<file path="config.mk">
export PLATFORM = sky130hd
export DESIGN_NAME = ervp_cmp_lane_packer
export DESIGN_NICKNAME = d
export VERILOG_FILES = /design/src/rtl/ervp_cmp_pkg.sv /design/src/rtl/ervp_cmp_group_slot.sv /design/src/rtl/ervp_cmp_lane_packer.sv
export SDC_FILE = /design/constraint.sdc
export NUM_CORES = 1
export LEC_CHECK = 0
export CORE_ASPECT_RATIO = 0.75
export CORE_MARGIN = 5
export CORE_UTILIZATION = 35
export DETAILED_ROUTE_END_ITERATION = 6
export GPL_TIMING_DRIVEN = 1
export PLACE_DENSITY = 0.68
export SYNTH_ARGS = -nofsm -noshare
export SYNTH_HDL_FRONTEND = slang
export SYNTH_SLANG_ARGS = --single-unit
</file>
<file path="constraint.sdc">
create_clock -name clk -period 1.9 [get_ports clk]
set_input_delay 0.475 -clock clk [delete_from_list [all_inputs] [get_ports clk]]
set_output_delay 0.475 -clock clk [all_outputs]
set_load 0.1 [all_outputs]
</file>
<file path="src/rtl/ervp_cmp_pkg.sv">
// ----------------------------------------------------------------------------
// ervp_cmp_pkg
//   Shared definitions for the 4-lane compare-reduce path.
//   - CMP_NUM_LANE     : lanes per group (fixed at 4)
//   - CMP_BW_LANE_IDX  : width of a lane index
//   - lane_prefix_mask : contiguous low-order valid mask for a lane count
// ----------------------------------------------------------------------------
package ervp_cmp_pkg;

    localparam int CMP_NUM_LANE    = 4;
    localparam int CMP_BW_LANE_IDX = 2;

    // num_used is a lane count (0..4), so it needs one bit more than a lane index.
    // Returns a mask with bits [num_used-1:0] set, e.g. 3 -> 4'b0111.
    function automatic logic [CMP_NUM_LANE-1:0] lane_prefix_mask(
        input logic [CMP_BW_LANE_IDX:0] num_used
    );
        logic [CMP_NUM_LANE-1:0] mask;
        mask = '0;
        for (int i = 0; i < CMP_NUM_LANE; i++) begin
            if (i < int'(num_used)) begin
                mask[i] = 1'b1;
            end
        end
        return mask;
    endfunction

endpackage

</file>
<file path="src/rtl/ervp_cmp_group_slot.sv">
// ----------------------------------------------------------------------------
// ervp_cmp_group_slot
//   Output holding register for one packed lane group.
//   It loads a new group when the slot is free, holds it while the
//   downstream stalls, and empties itself once the group is consumed.
//   Ports:
//     clk, rstnn    clock / asynchronous active-low reset
//     clear         synchronous flush back to the empty state
//     load          present a group this cycle (taken only when out_free)
//     in_valid      per-lane valid of the presented group
//     in_data       lane data of the presented group, lane i at [BW*(i+1)-1 -: BW]
//     in_last       presented group was closed by s_last
//     out_free      slot can take a group on this edge (~m_valid | m_ready)
//     m_valid, m_ready, m_lane_valid, m_lane_data, m_last   downstream side
// ----------------------------------------------------------------------------
module ervp_cmp_group_slot
    import ervp_cmp_pkg::*;
#(
    parameter int BW_DATA = 1
) (
    input  logic                              clk,
    input  logic                              rstnn,
    input  logic                              clear,
    input  logic                              load,
    input  logic [CMP_NUM_LANE-1:0]           in_valid,
    input  logic [CMP_NUM_LANE*BW_DATA-1:0]   in_data,
    input  logic                              in_last,
    output logic                              out_free,
    output logic                              m_valid,
    input  logic                              m_ready,
    output logic [CMP_NUM_LANE-1:0]           m_lane_valid,
    output logic [CMP_NUM_LANE*BW_DATA-1:0]   m_lane_data,
    output logic                              m_last
);

    assign out_free = ~m_valid | m_ready;

    // NOTE: sequential state uses non-blocking assignments only, so every
    // register samples pre-edge values regardless of statement order.
    always_ff @(posedge clk or negedge rstnn) begin
        if (!rstnn) begin
            m_valid      <= 1'b0;
            m_lane_valid <= '0;
            m_lane_data  <= '0;
            m_last       <= 1'b0;
        end else if (clear) begin
            m_valid      <= 1'b0;
            m_lane_valid <= '0;
            m_lane_data  <= '0;
            m_last       <= 1'b0;
        end else if (load && out_free) begin
            // Also covers back-to-back: consume the old group and load the next one.
            m_valid      <= 1'b1;
            m_lane_valid <= in_valid;
            m_lane_data  <= in_data;
            m_last       <= in_last;
        end else if (m_valid && m_ready) begin
            // Drain. Data is zeroed too so the outputs read zero whenever m_valid=0.
            m_valid      <= 1'b0;
            m_lane_valid <= '0;
            m_lane_data  <= '0;
            m_last       <= 1'b0;
        end
    end

endmodule

</file>
<file path="src/rtl/ervp_cmp_lane_packer.sv">
// ----------------------------------------------------------------------------
// ervp_cmp_lane_packer
//   Packs a scalar valid/ready stream into 4-lane groups for the compare-reduce
//   tree. A group closes when it is full or when a word arrives with s_last.
//   A closed group is handed to the output slot on the same edge if the slot
//   is free. Otherwise the group is parked in the fill buffer (pend) and the
//   upstream is stalled until the slot frees up.
//   Ports:
//     clk, rstnn    clock / asynchronous active-low reset
//     clear         synchronous flush of all buffered state
//     s_valid, s_ready, s_data, s_last          scalar input stream
//     m_valid, m_ready, m_lane_valid, m_lane_data, m_last   packed group output
// ----------------------------------------------------------------------------
module ervp_cmp_lane_packer
    import ervp_cmp_pkg::*;
#(
    parameter int BW_DATA = 1
) (
    input  logic                              clk,
    input  logic                              rstnn,
    input  logic                              clear,
    input  logic                              s_valid,
    output logic                              s_ready,
    input  logic [BW_DATA-1:0]                s_data,
    input  logic                              s_last,
    output logic                              m_valid,
    input  logic                              m_ready,
    output logic [CMP_NUM_LANE-1:0]           m_lane_valid,
    output logic [CMP_NUM_LANE*BW_DATA-1:0]   m_lane_data,
    output logic                              m_last
);

    logic [CMP_NUM_LANE-1:0][BW_DATA-1:0] fill_data;
    logic [CMP_NUM_LANE-1:0]              fill_valid;
    logic                                 fill_last;
    logic [CMP_BW_LANE_IDX-1:0]           cnt;
    logic                                 pend;

    logic                                 out_free;
    logic                                 accept;
    logic                                 complete;
    logic                                 load_pend;
    logic                                 load_new;
    logic [CMP_NUM_LANE-1:0][BW_DATA-1:0] grp_data;
    logic [CMP_NUM_LANE-1:0]              grp_valid;
    logic [CMP_NUM_LANE-1:0]              slot_valid;
    logic [CMP_NUM_LANE*BW_DATA-1:0]      slot_data;
    logic                                 slot_last;

    // A parked group blocks the upstream until the output slot takes it.
    assign s_ready   = ~pend;
    assign accept    = s_valid & s_ready;
    assign complete  = accept & ((cnt == CMP_BW_LANE_IDX'(CMP_NUM_LANE - 1)) | s_last);
    assign load_pend = pend & out_free;
    assign load_new  = complete & out_free;

    // NOTE: every always_comb output gets a default first, so no path leaves
    // it unassigned and no latch is inferred.
    always_comb begin
        grp_data  = fill_data;
        grp_valid = fill_valid;
        if (accept) begin
            grp_data[cnt] = s_data;
            grp_valid     = lane_prefix_mask({1'b0, cnt} + 3'd1);
        end
    end

    // When pend is set, no word can be accepted, so the slot input is the parked group.
    assign slot_valid = pend ? fill_valid : grp_valid;
    assign slot_data  = pend ? fill_data  : grp_data;
    assign slot_last  = pend ? fill_last  : s_last;

    always_ff @(posedge clk or negedge rstnn) begin
        if (!rstnn) begin
            fill_data  <= '0;
            fill_valid <= '0;
            fill_last  <= 1'b0;
            cnt        <= '0;
            pend       <= 1'b0;
        end else if (clear || load_pend || load_new) begin
            // Flush, or the group left for the slot: start again at lane 0.
            fill_data  <= '0;
            fill_valid <= '0;
            fill_last  <= 1'b0;
            cnt        <= '0;
            pend       <= 1'b0;
        end else if (accept) begin
            fill_data  <= grp_data;
            fill_valid <= grp_valid;
            if (complete) begin
                // Closed but the slot is busy: park the group and stall the upstream.
                fill_last <= s_last;
                cnt       <= '0;
                pend      <= 1'b1;
            end else begin
                cnt <= cnt + 1'b1;
            end
        end
    end

    ervp_cmp_group_slot #(
        .BW_DATA (BW_DATA)
    ) u_slot (
        .clk          (clk),
        .rstnn        (rstnn),
        .clear        (clear),
        .load         (load_pend | load_new),
        .in_valid     (slot_valid),
        .in_data      (slot_data),
        .in_last      (slot_last),
        .out_free     (out_free),
        .m_valid      (m_valid),
        .m_ready      (m_ready),
        .m_lane_valid (m_lane_valid),
        .m_lane_data  (m_lane_data),
        .m_last       (m_last)
    );

endmodule

</file>
# --- After elaboration in Yosys (flattened, before gate mapping) ---
# Index checks and enable logic that the tools add are counted.
word_totals:
  regBits: 22
  output_inout_bits: 11
op_classes:
  n_eq_ne: 1
  bitwise_logic: 9
  addsub: 2
  order_cmp: 6
  n_reduce_logical: 9
  muxes: 35
op_table:
  columns: ["op", "n"]
  rows:
  - ["$mux 4", 13]
  - ["$mux 1", 17]
  - ["$lt 1x3->1 const A", 2]
  - ["$lt 2x3->1 const A", 2]
  - ["$mux 2", 3]
  - ["$and 1x1->1", 4]
  - ["$bwmux 4", 1]
  - ["$reduce_bool 2->1", 2]
  - ["$add 2x1->3 const B", 1]
  - ["$logic_and 1x1->1", 3]
  - ["$lt 2x3->1 const B", 1]
  - ["$or 1x1->1", 3]
  - ["$reduce_bool 3->1", 1]
  - ["$add 2x1->2 const B", 1]
  - ["$demux 1 s2", 1]
  - ["$eq 2x2->1 const B", 1]
  - ["$ge 2x1->1 const B", 1]
  - ["$logic_or 1x1->1", 2]
  - ["$not 1->1", 2]
  - ["$reduce_and 2->1", 1]

# --- Depth between registers and ports, before layout ---
logic_depth:
  word_depth: 9
  ltp_mapped: 6
  mapped_depth_nobuf: 5

# --- Hierarchy ---
# Synthesis repeated with hierarchy kept, for this count alone.
hier_totals:
  hier_cells: 113
  hier_area_um2: 1318.8
modules_own_cells:
  columns: ["module", "cells_each", "seq_area_each_um2", "n_inst", "area_per_inst_um2"]
  rows:
  - ["ervp_cmp_lane_packer", 68, 300.3, 1, 737.0]
  - ["ervp_cmp_group_slot", 45, 250.2, 1, 581.8]

# --- Least setup slack after synthesis ---
# OpenSTA, ideal clock, no wires.
synth_path:
  kind: "flip-flop to flip-flop"
  start: "register u_slot.m_valid"
  end: "register fill_valid[2]"
  slack_ps: 153
  path_stages_with_launch: 6
  path_buffers: 1
  arrival_time_ps: 1670
  path_cell_list: "dfrtp_1 -> nand2b_1 -> o21ai_4 -> nand2b_2 -> buf_6 -> a21oi_1"
synth_via:
  elab_chain_cells: 6
  elab_cells_between_ends: 8
  cone_classes: "mux: 1; bitwise: 4; reduce/logical: 3"
synth_lines:
  columns: ["element", "line_no", "source"]
  rows:
  - ["start: declaration", "ervp_cmp_group_slot.sv:29", "output logic m_valid,"]
  - ["start signal: assignment", "ervp_cmp_group_slot.sv:42", "m_valid <= 1'b0;"]
  - ["start signal: assignment", "ervp_cmp_group_slot.sv:47", "m_valid <= 1'b0;"]
  - ["start signal: assignment", "ervp_cmp_group_slot.sv:53", "m_valid <= 1'b1;"]
  - ["$not 1->1 (*)", "ervp_cmp_group_slot.sv:36", "assign out_free = ~m_valid | m_ready;"]
  - ["$or 1x1->1 (*)", "ervp_cmp_group_slot.sv:36", null]
  - ["$and 1x1->1", "ervp_cmp_lane_packer.sv:54", "assign load_pend = pend & out_free;"]
  - ["$logic_or 1x1->1", "ervp_cmp_lane_packer.sv:80", "end else if (clear || load_pend || load_new) begin"]
  - ["$logic_or 1x1->1 (*)", "ervp_cmp_lane_packer.sv:80", null]
  - ["$mux 4 / $reduce_bool 2->1 (equally long branches)", null, null]
  - ["end signal: assignment", "ervp_cmp_lane_packer.sv:89", "fill_valid <= grp_valid;"]
  - ["end: declaration", "ervp_cmp_lane_packer.sv:34", "logic [CMP_NUM_LANE-1:0] fill_valid;"]
# Every way passes the cells marked *; elsewhere a longest branch is shown, timed or not.
# A chain may end at the register's enable or synchronous reset.

# --- Final worst setup path ---
layout_path:
  start: "input s_valid"
  end: "register u_slot.m_lane_data[0]"
layout_via:
  elab_chain_cells: 7
  elab_cells_between_ends: 10
  cone_classes: "mux: 4; bitwise: 4; reduce/logical: 2"
layout_lines:
  columns: ["element", "line_no", "source"]
  rows:
  - ["start: declaration", "ervp_cmp_lane_packer.sv:22", "input logic s_valid,"]
  - ["$and 1x1->1 (*)", "ervp_cmp_lane_packer.sv:52", "assign accept = s_valid & s_ready;"]
  - ["$and 1x1->1", "ervp_cmp_lane_packer.sv:53", "assign complete = accept & ((cnt == CMP_BW_LANE_IDX'(CMP_NUM_LANE - 1)) | s_last);"]
  - ["$and 1x1->1", "ervp_cmp_lane_packer.sv:55", "assign load_new = complete & out_free;"]
  - ["$or 1x1->1", "ervp_cmp_lane_packer.sv:107", ".load (load_pend | load_new),"]
  - ["$logic_and 1x1->1", "ervp_cmp_group_slot.sv:51", "end else if (load && out_free) begin"]
  - ["$mux 4", "ervp_cmp_group_slot.sv:51", null]
  - ["$mux 4", "ervp_cmp_group_slot.sv:46", "end else if (clear) begin"]
  - ["end signal: assignment", "ervp_cmp_group_slot.sv:55", "m_lane_data <= in_data;"]
  - ["end: declaration", "ervp_cmp_group_slot.sv:32", "output logic [CMP_NUM_LANE*BW_DATA-1:0] m_lane_data,"]
# Marks and branches as above.

==> impl_metrics.env <==
export IMPL_outcome="finished, final reports clean"
export IMPL_min_period_over_period_pct=85.9
export IMPL_final_cell_count_no_fill=164
export IMPL_crit_path_end_kind="flop"
export IMPL_worstMarginPinSlew_ps=315
export IMPL_gp_congestion=0.804
export IMPL_post_cts_resized=0
export IMPL_peakVddDrop_uv=436
export IMPL_syn_inst=100
export IMPL_fmax_ghz=0.613
export IMPL_report_final_hold_viol_count=0
export IMPL_avgViaCountPerCell=4.99
export IMPL_diodes=0
export IMPL_start_util_pct=35.9
export IMPL_crit_family="buffers and inverters"
export IMPL_finish_utilization_pct=50.3
export IMPL_netlist_area_mm2=0.00105
export IMPL_crit_slowest_cell="clkdlybuf4s50_1"
export IMPL_slew_viol_final=0
export IMPL_ys_types=29
export IMPL_synthTopCellsByArea="dfrtp_1 53%, nor2_1 5.0%, ha_1 4.8%"
export IMPL_vias=819
export IMPL_critPathKind="in -> reg"
export IMPL_max_clock_path_buffers=2
export IMPL_r2r_end="fill_last"
export IMPL_grt_max_degree=23
export IMPL_worstPathBufferInverterCount=2
export IMPL_port_buffers=17
export IMPL_die_w_um=73.2
export IMPL_synth_edff_count=0
export IMPL_startpoint_type="input pin"
export IMPL_crit_path_max_fanout=7
export IMPL_layout_drive_gt1_share_pct=23.0
export IMPL_yosysSeqAreaShare_pct=52.6
export IMPL_grt_overflow=0
export IMPL_grt_pass1_wl_mm=3.82
export IMPL_synth_top_area_share_pct=52.6
export IMPL_clkTransAtPathRegs_ps=80
export IMPL_worstHoldPathType="reg -> reg"
export IMPL_p_total_mw=1.08
export IMPL_fillCellCount=266
export IMPL_finalWirelength_mm=2.23
export IMPL_reg2reg_slack_ps=290
export IMPL_cts_hold_buf=0
export IMPL_cts_tree="yes"
export IMPL_drtAntennaViolNets=0
export IMPL_numClockSinks=22
export IMPL_die_h_um=57.4
export IMPL_drc=0
export IMPL_grt_usage_pct=12.1
export IMPL_finClkSkew_ps=3.83
export IMPL_p_leak_nw=0.653
export IMPL_grt_setup_unrepaired="false"
export IMPL_min_period_ps=1630
export IMPL_insertion_delay_ps=270
export IMPL_holdPathEnd="fill_data[3]"
export IMPL_antenna_found_initial=0
export IMPL_placed_cells=160
export IMPL_synth_seq_cells=22
export IMPL_ys_async_sr_fraction_pct=100
export IMPL_numCtsBuffers=3
export IMPL_setup_violations_final=0
export IMPL_cap_violations=0
export IMPL_nets=138
export IMPL_path_cells="clkdlybuf4s50_1, nor2b_1, buf_4, nand2_1, mux2i_1, o21ai_0"
export IMPL_dr_pass1_iters=4
export IMPL_hold_path_cell_count=2
export IMPL_drtIter0Drc=47
export IMPL_post_cts_buffers=0
export IMPL_max_stage_delay_ps=500
export IMPL_hp_start="fill_data[3]"
export IMPL_synth_flop_cell="dfrtp_1"
export IMPL_clk_root_buffer_cell="clkbuf_8"
export IMPL_die_area_mm2=0.00420
export IMPL_reg2reg_depth=6
export IMPL_required_ps=2040
export IMPL_post_dp_hpwl_mm=1.73
export IMPL_htree_levels=1
export IMPL_post_drt_wl_per_cell_um=13.6
export IMPL_yosysTopAreaCell="dfrtp_1"
export IMPL_ios=18
export IMPL_grt_pass1_vias=808
export IMPL_synth_fp_nets=111
export IMPL_rows=17
export IMPL_core_mm2=0.00291
export IMPL_cp_arrival_ps=1770
export IMPL_powerDensity_mw_per_mm2=734
export IMPL_syn_area_per_cell_um2=10.5
export IMPL_synth_most_common_cell="dfrtp_1"
export IMPL_area_growth_pct=40.0
export IMPL_slew_headroom_pct=79.0
export IMPL_reg2reg_from="cnt[0]"
export IMPL_synthTopCellsByCount="22 x dfrtp_1, 14 x nor2_1, 8 x a21oi_1, 8 x nand2_1"
export IMPL_yosysWarnings=0
==> cells by family (layout without fill, tap and decap cells) <==
kind of cell	Yosys count	after routing	share of synthesized area, %
AO/OA/AOI/OAI	21	21	13.0
multiplexers	5	5	4.90
AND/OR/NAND/NOR	41	41	20.7
buffers and inverters	7	33	4.06
adder cells (fa/ha/maj)	4	4	4.78
flip-flops	22	22	52.6
==> per-layer routing <==
layer	global-route usage, %	up-vias	routed length, um
li1	-	392	-
met1	16.0	400	1010
met2	17.5	23	998
met3	3.87	4	168
met4	6.32	0	49
met5	0	-	0
==> final cells by class <==
cell class	count	area, um2	area share, %
sequential	22	551	37.5
inverter	3	11.3	0.768
clock buffer	4	55.1	3.75
multi-input combinational	71	454	31.0
tap	38	47.5	3.24
timing repair buffer	26	348	23.7
==> worst max path at each step <==
stage | start | end | cells past startpoint
after floorplan | u_slot.m_valid | fill_valid[2] | 5
after global placement | s_valid | u_slot.m_lane_data[1] | 6
after detailed placement | s_valid | u_slot.m_lane_data[1] | 6
after CTS | s_valid | u_slot.m_lane_data[0] | 6
after global routing | s_valid | u_slot.m_lane_data[1] | 6
final | s_valid | u_slot.m_lane_data[0] | 6
==> sequential cells by signal (all words and copies together) (netlist names) <==
name                 flops
u_slot.m_lane_data       4
cnt                      2
fill_data                4
u_slot.m_lane_valid      4
pend                     1
fill_last                1
fill_valid               4
u_slot.m_last            1
u_slot.m_valid           1
==> where the power goes <==
part	switching, mW	total (mW)	internal (mW)
registers	0.0158	0.500	0.484
clock network	0.151	0.336	0.185
logic	0.147	0.241	0.0942
==> cell usage in the layout (no fill, tap or decap), drive strengths merged <==
master / netlist / routed
mux2: 1 / 1
nor2b: 1 / 1
ha: 4 / 4
nand3b: 1 / 1
nand2b: 4 / 4
o21ai: 6 / 6
nor3: 1 / 1
dfrtp: 22 / 22
clkdlybuf4s50: 0 / 6
nor3b: 1 / 1
a21o: 1 / 1
o21a: 2 / 2
or3: 1 / 1
clkbuf: 1 / 4
a311oi: 1 / 1
inv: 3 / 3
nor2: 14 / 14
a21oi: 9 / 9
nand4b: 4 / 4
mux2i: 4 / 4
nand2: 8 / 8
a22oi: 2 / 2
and2: 1 / 1
buf: 3 / 20
nand3: 5 / 5
==> worst min-delay path, delay by kind of cell (launching register included) <==
kind          cells  cell delay, ps
flops             1             330
simple gates      1              90
mux               1              70
==> metrics by stage <==
stage	instance area (um2)	TNS (ps)	setup WS, ps	hold WS, ps
after floorplan	1050	0	153	179
after CTS	1470	0	276	533
after global routing	1470	0	135	570
after detailed placement	1410	-11.5	-10.8	520
after global placement	1410	0	14.6	509
final	1470	0	268	527
Power figures use the tool's default switching activity.
